[src/rtl/dds_hop_phase_gen.sv]
// Multi-lane DDS phase generator: serial lane-offset load, dwell-timed frequency
// hopping with phase continuity, and pulse gating aligned to the phase stream.
module dds_hop_phase_gen #(
  parameter int LANES = 16,
  parameter int PW    = 32,
  parameter int DW    = 32
) (
  input  logic                clk_user_bufg,
  input  logic                rst_glb,
  input  logic                cfg_load,
  input  logic [1:0]          mode_i,
  input  logic [PW-1:0]       ftw_start_i,
  input  logic [PW-1:0]       ftw_step_i,
  input  logic [PW-1:0]       ftw_stop_i,
  input  logic [DW-1:0]       dwell_i,
  input  logic [DW-1:0]       prt_width_i,
  input  logic [DW-1:0]       prt_cycle_i,
  output logic [LANES*PW-1:0] phase_o,
  output logic                valid_o,
  output logic                gate_o,
  output logic                pulse_user,
  output logic [15:0]         hop_idx_o,
  output logic                busy_o
);

  localparam int KW = (LANES > 1) ? $clog2(LANES) : 1;
  localparam logic [KW-1:0] K_LAST = KW'(LANES - 1);
  localparam logic [DW-1:0] ONE_DW = 1;

  localparam logic [1:0] S_IDLE = 2'd0;
  localparam logic [1:0] S_LOAD = 2'd1;
  localparam logic [1:0] S_RUN  = 2'd2;

  logic [1:0]    state;
  logic [KW-1:0] k;
  logic [PW-1:0] run_sum, ftw, lane_step, acc;
  logic [PW-1:0] offset [LANES];
  logic [1:0]    mode_q;
  logic [PW-1:0] start_q, step_q, stop_q;
  logic [DW-1:0] dwell_q, width_q, cycle_q;
  logic [DW-1:0] dwell_cnt, prt_cnt;
  logic [15:0]   hop_idx;

  logic [DW-1:0] dwell_last;
  logic          dwell_done, hop_en, hop_wrap, prt_wrap, gate;
  logic [PW:0]   hop_sum;

  assign busy_o     = (state == S_LOAD);
  assign dwell_last = (dwell_q == '0) ? '0 : dwell_q - ONE_DW;
  assign dwell_done = (dwell_cnt == dwell_last);
  assign hop_en     = mode_q[1] && (step_q != '0);
  // The extra top bit catches tuning words that overflow the accumulator width.
  assign hop_sum    = {1'b0, ftw} + {1'b0, step_q};
  assign hop_wrap   = hop_sum[PW] || (hop_sum[PW-1:0] > stop_q);
  assign prt_wrap   = (cycle_q == '0) || (prt_cnt == cycle_q - ONE_DW);

  // NOTE: assign a default on every path of always_comb so no latch is inferred.
  always_comb begin
    gate = 1'b1;
    if (mode_q[0]) begin
      if (width_q == '0)                               gate = 1'b0;
      else if ((cycle_q == '0) || (width_q >= cycle_q)) gate = 1'b1;
      else                                             gate = (prt_cnt < width_q);
    end
  end

  // NOTE: the offset table is fully rewritten in LOAD before RUN reads it, so it needs no reset.
  always_ff @(posedge clk_user_bufg) begin
    if (state == S_LOAD) offset[k] <= run_sum;
  end

  // NOTE: sequential state uses non-blocking assignments so every register sees pre-edge values.
  always_ff @(posedge clk_user_bufg) begin
    if (!rst_glb) begin
      state      <= S_IDLE;
      k          <= '0;
      run_sum    <= '0;
      ftw        <= '0;
      lane_step  <= '0;
      acc        <= '0;
      mode_q     <= '0;
      start_q    <= '0;
      step_q     <= '0;
      stop_q     <= '0;
      dwell_q    <= '0;
      width_q    <= '0;
      cycle_q    <= '0;
      dwell_cnt  <= '0;
      prt_cnt    <= '0;
      hop_idx    <= '0;
      phase_o    <= '0;
      valid_o    <= 1'b0;
      gate_o     <= 1'b0;
      pulse_user <= 1'b0;
      hop_idx_o  <= '0;
    end else if (cfg_load) begin
      mode_q     <= mode_i;
      start_q    <= ftw_start_i;
      step_q     <= ftw_step_i;
      stop_q     <= ftw_stop_i;
      dwell_q    <= dwell_i;
      width_q    <= prt_width_i;
      cycle_q    <= prt_cycle_i;
      ftw        <= ftw_start_i;
      acc        <= '0;
      hop_idx    <= '0;
      dwell_cnt  <= '0;
      prt_cnt    <= '0;
      k          <= '0;
      run_sum    <= '0;
      state      <= S_LOAD;
      valid_o    <= 1'b0;
      gate_o     <= 1'b0;
      pulse_user <= 1'b0;
      hop_idx_o  <= '0;
    end else begin
      case (state)
        S_LOAD: begin
          valid_o    <= 1'b0;
          gate_o     <= 1'b0;
          pulse_user <= 1'b0;
          run_sum    <= run_sum + ftw;
          k          <= k + 1'b1;
          if (k == K_LAST) begin
            lane_step <= run_sum + ftw;
            k         <= '0;
            state     <= S_RUN;
          end
        end
        S_RUN: begin
          acc <= acc + lane_step;
          for (int i = 0; i < LANES; i++) phase_o[i*PW +: PW] <= acc + offset[i];
          valid_o    <= 1'b1;
          gate_o     <= gate;
          pulse_user <= gate && (!gate_o || (prt_cnt == '0));
          hop_idx_o  <= hop_idx;
          prt_cnt    <= prt_wrap ? '0 : prt_cnt + ONE_DW;
          if (hop_en) begin
            if (dwell_done) begin
              dwell_cnt <= '0;
              run_sum   <= '0;
              state     <= S_LOAD;
              if (hop_wrap) begin
                ftw     <= start_q;
                hop_idx <= '0;
              end else begin
                ftw     <= hop_sum[PW-1:0];
                hop_idx <= hop_idx + 16'd1;
              end
            end else begin
              dwell_cnt <= dwell_cnt + ONE_DW;
            end
          end
        end
        default: begin
          valid_o    <= 1'b0;
          gate_o     <= 1'b0;
          pulse_user <= 1'b0;
        end
      endcase
    end
  end

endmodule

[config.mk]
export PLATFORM = sky130hd
export DESIGN_NAME = dds_hop_phase_gen
export DESIGN_NICKNAME = d
export VERILOG_FILES = /design/src/rtl/dds_hop_phase_gen.sv
export SDC_FILE = /design/constraint.sdc
export NUM_CORES = 2
export LEC_CHECK = 0
export CORE_MARGIN = 2
export CORE_UTILIZATION = 55
export CTS_BUF_LIST = sky130_fd_sc_hd__clkbuf_4
export CTS_CLUSTER_SIZE = 40
export DETAILED_ROUTE_END_ITERATION = 16
export PLACE_DENSITY = 0.8
export SLEW_MARGIN = 20
export SYNTH_ARGS = -nofsm -noshare
export SYNTH_HDL_FRONTEND = slang
export SYNTH_SLANG_ARGS = --single-unit
export TNS_END_PERCENT = 100
[constraint.sdc]
create_clock -name clk_user_bufg -period 7.4 [get_ports clk_user_bufg]
set_clock_uncertainty 0.05 [all_clocks]
set_input_delay 0.74 -clock clk_user_bufg [delete_from_list [all_inputs] [get_ports clk_user_bufg]]
set_output_delay 0.74 -clock clk_user_bufg [all_outputs]
set_load 0.05 [all_outputs]
==> flow_metrics.py <==
metrics = {
    "setup_path": {
        "cp.required_ns": 8.45,
        "r2r-end": "hop_idx[13]$_SDFFE_PP0P_",
        "critPathKind": "flip-flop to flip-flop",
        "ff2ff_path_depth": 21,
        "r2r_slack_ns": 0.93,
        "cp_cell_sequence": "ha_1 > fa_1 > a21o_1 > a21oi_1 > o21ai_0 > a21boi_1 > o21ai_1 > a2111oi_2 > nor2_1 > a311o_1 > xor2_1 > ha_1 > nand2_1 > nor3_1 > and3_1 > o311ai_0 > a21oi_1 > a41oi_4 > buf_4 > o21ai_1 > nor2_1",
        "regToRegStartpoint": "ftw[0]$_SDFFE_PN0P_",
        "worstSetupEndpointType": "flip-flop",
        "cp-start-kind": "flip-flop",
        "slowest_delay_ns": 0.65,
        "crit_arrival_ns": 7.52,
        "critical-path-slowest-cell": "o21ai_1",
        "critPathMaxFanout": 20,
    },
    "placed_design": {
        "hpwl_mm": 205,
        "gp_congestion": 0.992,
        "io_buffers": 728,
    },
    "routing": {
        "avgRoutedWirePerCell_microns": 23.4,
        "routed_wl_mm": 283,
        "viasPerCell": 6.13,
        "drc": 0,
        "ant_nets": 0,
        "drt_iter0_drc": 7238,
        "num_vias": 74200,
        "firstDrtPassIters": 8,
    },
    "floorplan": {
        "fp.dieArea_sq_um": 151000,
        "die_w_microns": 389,
        "fp.coreArea_sq_um": 147000,
        "start_util_pct": 55.2,
        "die_h_microns": 389,
        "rows": 141,
        "ios": 729,
    },
    "sta": {
        "fin_tns_setup_ns": 0,
        "period_needed_ns": 6.47,
        "fmax_mhz": 155,
        "whs_ns": 0.137,
        "setup_viol": 0,
        "min_period_over_period_pct": 87.4,
        "hold_viol_final": 0,
        "relSlewSlack_pct": 14.8,
        "grt_setup_unrepaired": "false",
        "drv_slew": 0,
        "tightest_slew_ns": 1.26,
    },
    "power": {
        "leakagePower_nw": 40.1,
        "powerDensity_nw_per_um2": 171,
        "vdd_drop_max_uv": 130,
    },
    "yosys": {
        "seq_area_frac_synth_pct": 41.9,
        "yosysMostFrequentCell": "nand2_1",
        "syn_area_sq_um": 81500,
        "syn_nets": 9725,
        "yosys_warnings": 0,
        "yosys.area.top_type_share_pct": 23.1,
        "synth_edf_count": 512,
        "ys_seq_elements": 1451,
        "synth_ff_type": "dfxtp_1",
        "netlist-cell-type-count": 98,
        "synth_area_per_cell_sq_um": 9.24,
        "synthCells": 8812,
        "synthTopCellsByCount": "nand2_1, dfxtp_1, a21oi_1",
        "synth_top_area_cell": "dfxtp_1",
        "synthTopCellsByArea": "dfxtp_1, edfxtp_1, ha_1",
        "synthArstFlopShare_pct": 0,
    },
    "final_layout": {
        "syn2layout_area_growth_pct": 19.5,
        "top_regs": "offset (512), phase_o (512)",
        "drive_gt1_share_pct": 8.06,
        "nets": 10800,
    },
    "global_routing": {
        "gr-total-overflow": 0,
        "first_global_vias": 71100,
        "grt_max_degree": 178,
        "antenna_found_initial": 18,
        "grt_usage_pct": 36.1,
        "grt_pass1_wl_mm": 419,
    },
    "clocking": {
        "root_buffer": "clkbuf_4",
        "cts_resized": 0,
        "cts.sinks": 1451,
        "post_cts_buffers": 0,
        "cts_made_buffers": 394,
        "insertion_delay_ns": 1.34,
        "htreeDepth": 5,
        "cts-hold-fix-buffers": 174,
        "clkSlewWorstSetupHoldPaths_ns": 0.06,
        "cts_tree": "done",
        "clock_path_buffers": 4,
    },
    "hold_path": {
        "hold_depth": 3,
        "min-delay-path-class": "primary input to flip-flop",
        "hold_end": "stop_q[0]$_SDFFE_PN0P_",
        "worstHoldStart": "ftw_stop_i[0]",
    },
    "status": {
        "status": "completed",
    },
    "flow_run": {
        "drv_cap": 0,
    },
}
-- routing by layer --
| layer | global-route usage, % | share of wire (%) |
|---|---|---|
| met4 | 17.9 | 5.1 |
| met5 | 0 | 0.022 |
| met3 | 8.81 | 11 |
| met2 | 56.9 | 45 |
| met1 | 46.3 | 40 |
-- cells in the final DEF, fill, tap and decap left out, types with 83 or more instances in the layout --
cell,n
inv_1,283
edfxtp_1,512
nor2b_1,95
a211oi_1,135
mux2i_1,262
and3_1,99
nor2_1,783
nand2_1,993
dfxtp_1,897
o21ai_0,436
nand4_1,91
dlygate4sd3_1,174
nand3_1,198
o21a_1,121
nand2b_1,83
a21o_1,274
clkbuf_4,590
ha_1,696
nor3_1,164
xnor2_1,363
xor2_1,240
clkdlybuf4s50_1,726
a21oi_1,832
-- where the power goes --
group,switching (W),internal (W)
logic,0.000650,0.000510
clock network,0.00345,0.00366
registers,0.000118,0.00830
-- worst max path at each step --
stage                          from                       end  slack, ns  cells past startpoint
2_1_floorplan   ftw[0]$_SDFFE_PN0P_      ftw[19]$_SDFFE_PN0P_       2.16                     23
3_3_place_gp   ftw[10]$_SDFFE_PN0P_      ftw[12]$_SDFFE_PN0P_       1.27                     23
3_5_place_dp    ftw[0]$_SDFFE_PN0P_       ftw[2]$_SDFFE_PN0P_       1.13                     23
4_1_cts         ftw[0]$_SDFFE_PN0P_  hop_idx[13]$_SDFFE_PP0P_       1.07                     21
5_1_grt        ftw[10]$_SDFFE_PN0P_       ftw[2]$_SDFFE_PN0P_       0.41                     23
6_report        ftw[0]$_SDFFE_PN0P_  hop_idx[13]$_SDFFE_PP0P_       0.93                     21
-- stage by stage --
step / instance area [sq um] / total power [W] / setup slack [ns] / instances / util, %
CTS: 97400 / 0.0167 / 1.07 / 12100 / 66.0
global route: 97400 / 0.0173 / 0.406 / 12100 / 66.0
finish: 97400 / 0.0167 / 0.932 / 12100 / 66.0
global placement: 90800 / 0.00962 / 1.27 / 11200 / 61.5
detailed placement: 90800 / 0.00964 / 1.13 / 11200 / 61.5
floorplan: 81500 / 0.00925 / 2.16 / 8812 / -
-- worst max-delay path: cells and delay by family (launching register included) --
kind	cells	cell delay [ns]
xor gates and xnor gates	1	0.18
and+or+nand+nor	5	0.80
adders and majority gates	3	0.99
DFF	1	0.34
AOI/OAI and AO/OA	11	3.60
buffers and inverters	1	0.27
-- logic make-up (layout without fill, tap and decap cells) --
family / Yosys count / in the layout / synth area share (%)
buffers and inverters: 606 / 1962 / 2.88
other: 0 / 7 / 0
AOI/OAI and AO/OA: 2344 / 2344 / 18.2
adders and majority gates: 716 / 716 / 11.2
and+or+nand+nor: 2826 / 2826 / 16.0
muxes: 265 / 265 / 3.26
DFF: 1451 / 1451 / 41.9
xor gates and xnor gates: 604 / 604 / 6.51
-- final cells by class --
| type | count | area [sq um] |
|---|---|---|
| Antenna cell | 7 | 17.5 |
| Clock buffer | 590 | 4430 |
| Clock inverter | 97 | 418 |
| Fill cell | 11900 | 50100 |
| Inverter | 286 | 1080 |
| Multi-Input combinational cell | 6755 | 45000 |
| Sequential cell | 1451 | 34200 |
| Tap cell | 1930 | 2410 |
| Timing Repair Buffer | 989 | 9760 |
Note: power is estimated with default switching activity, not from simulation.
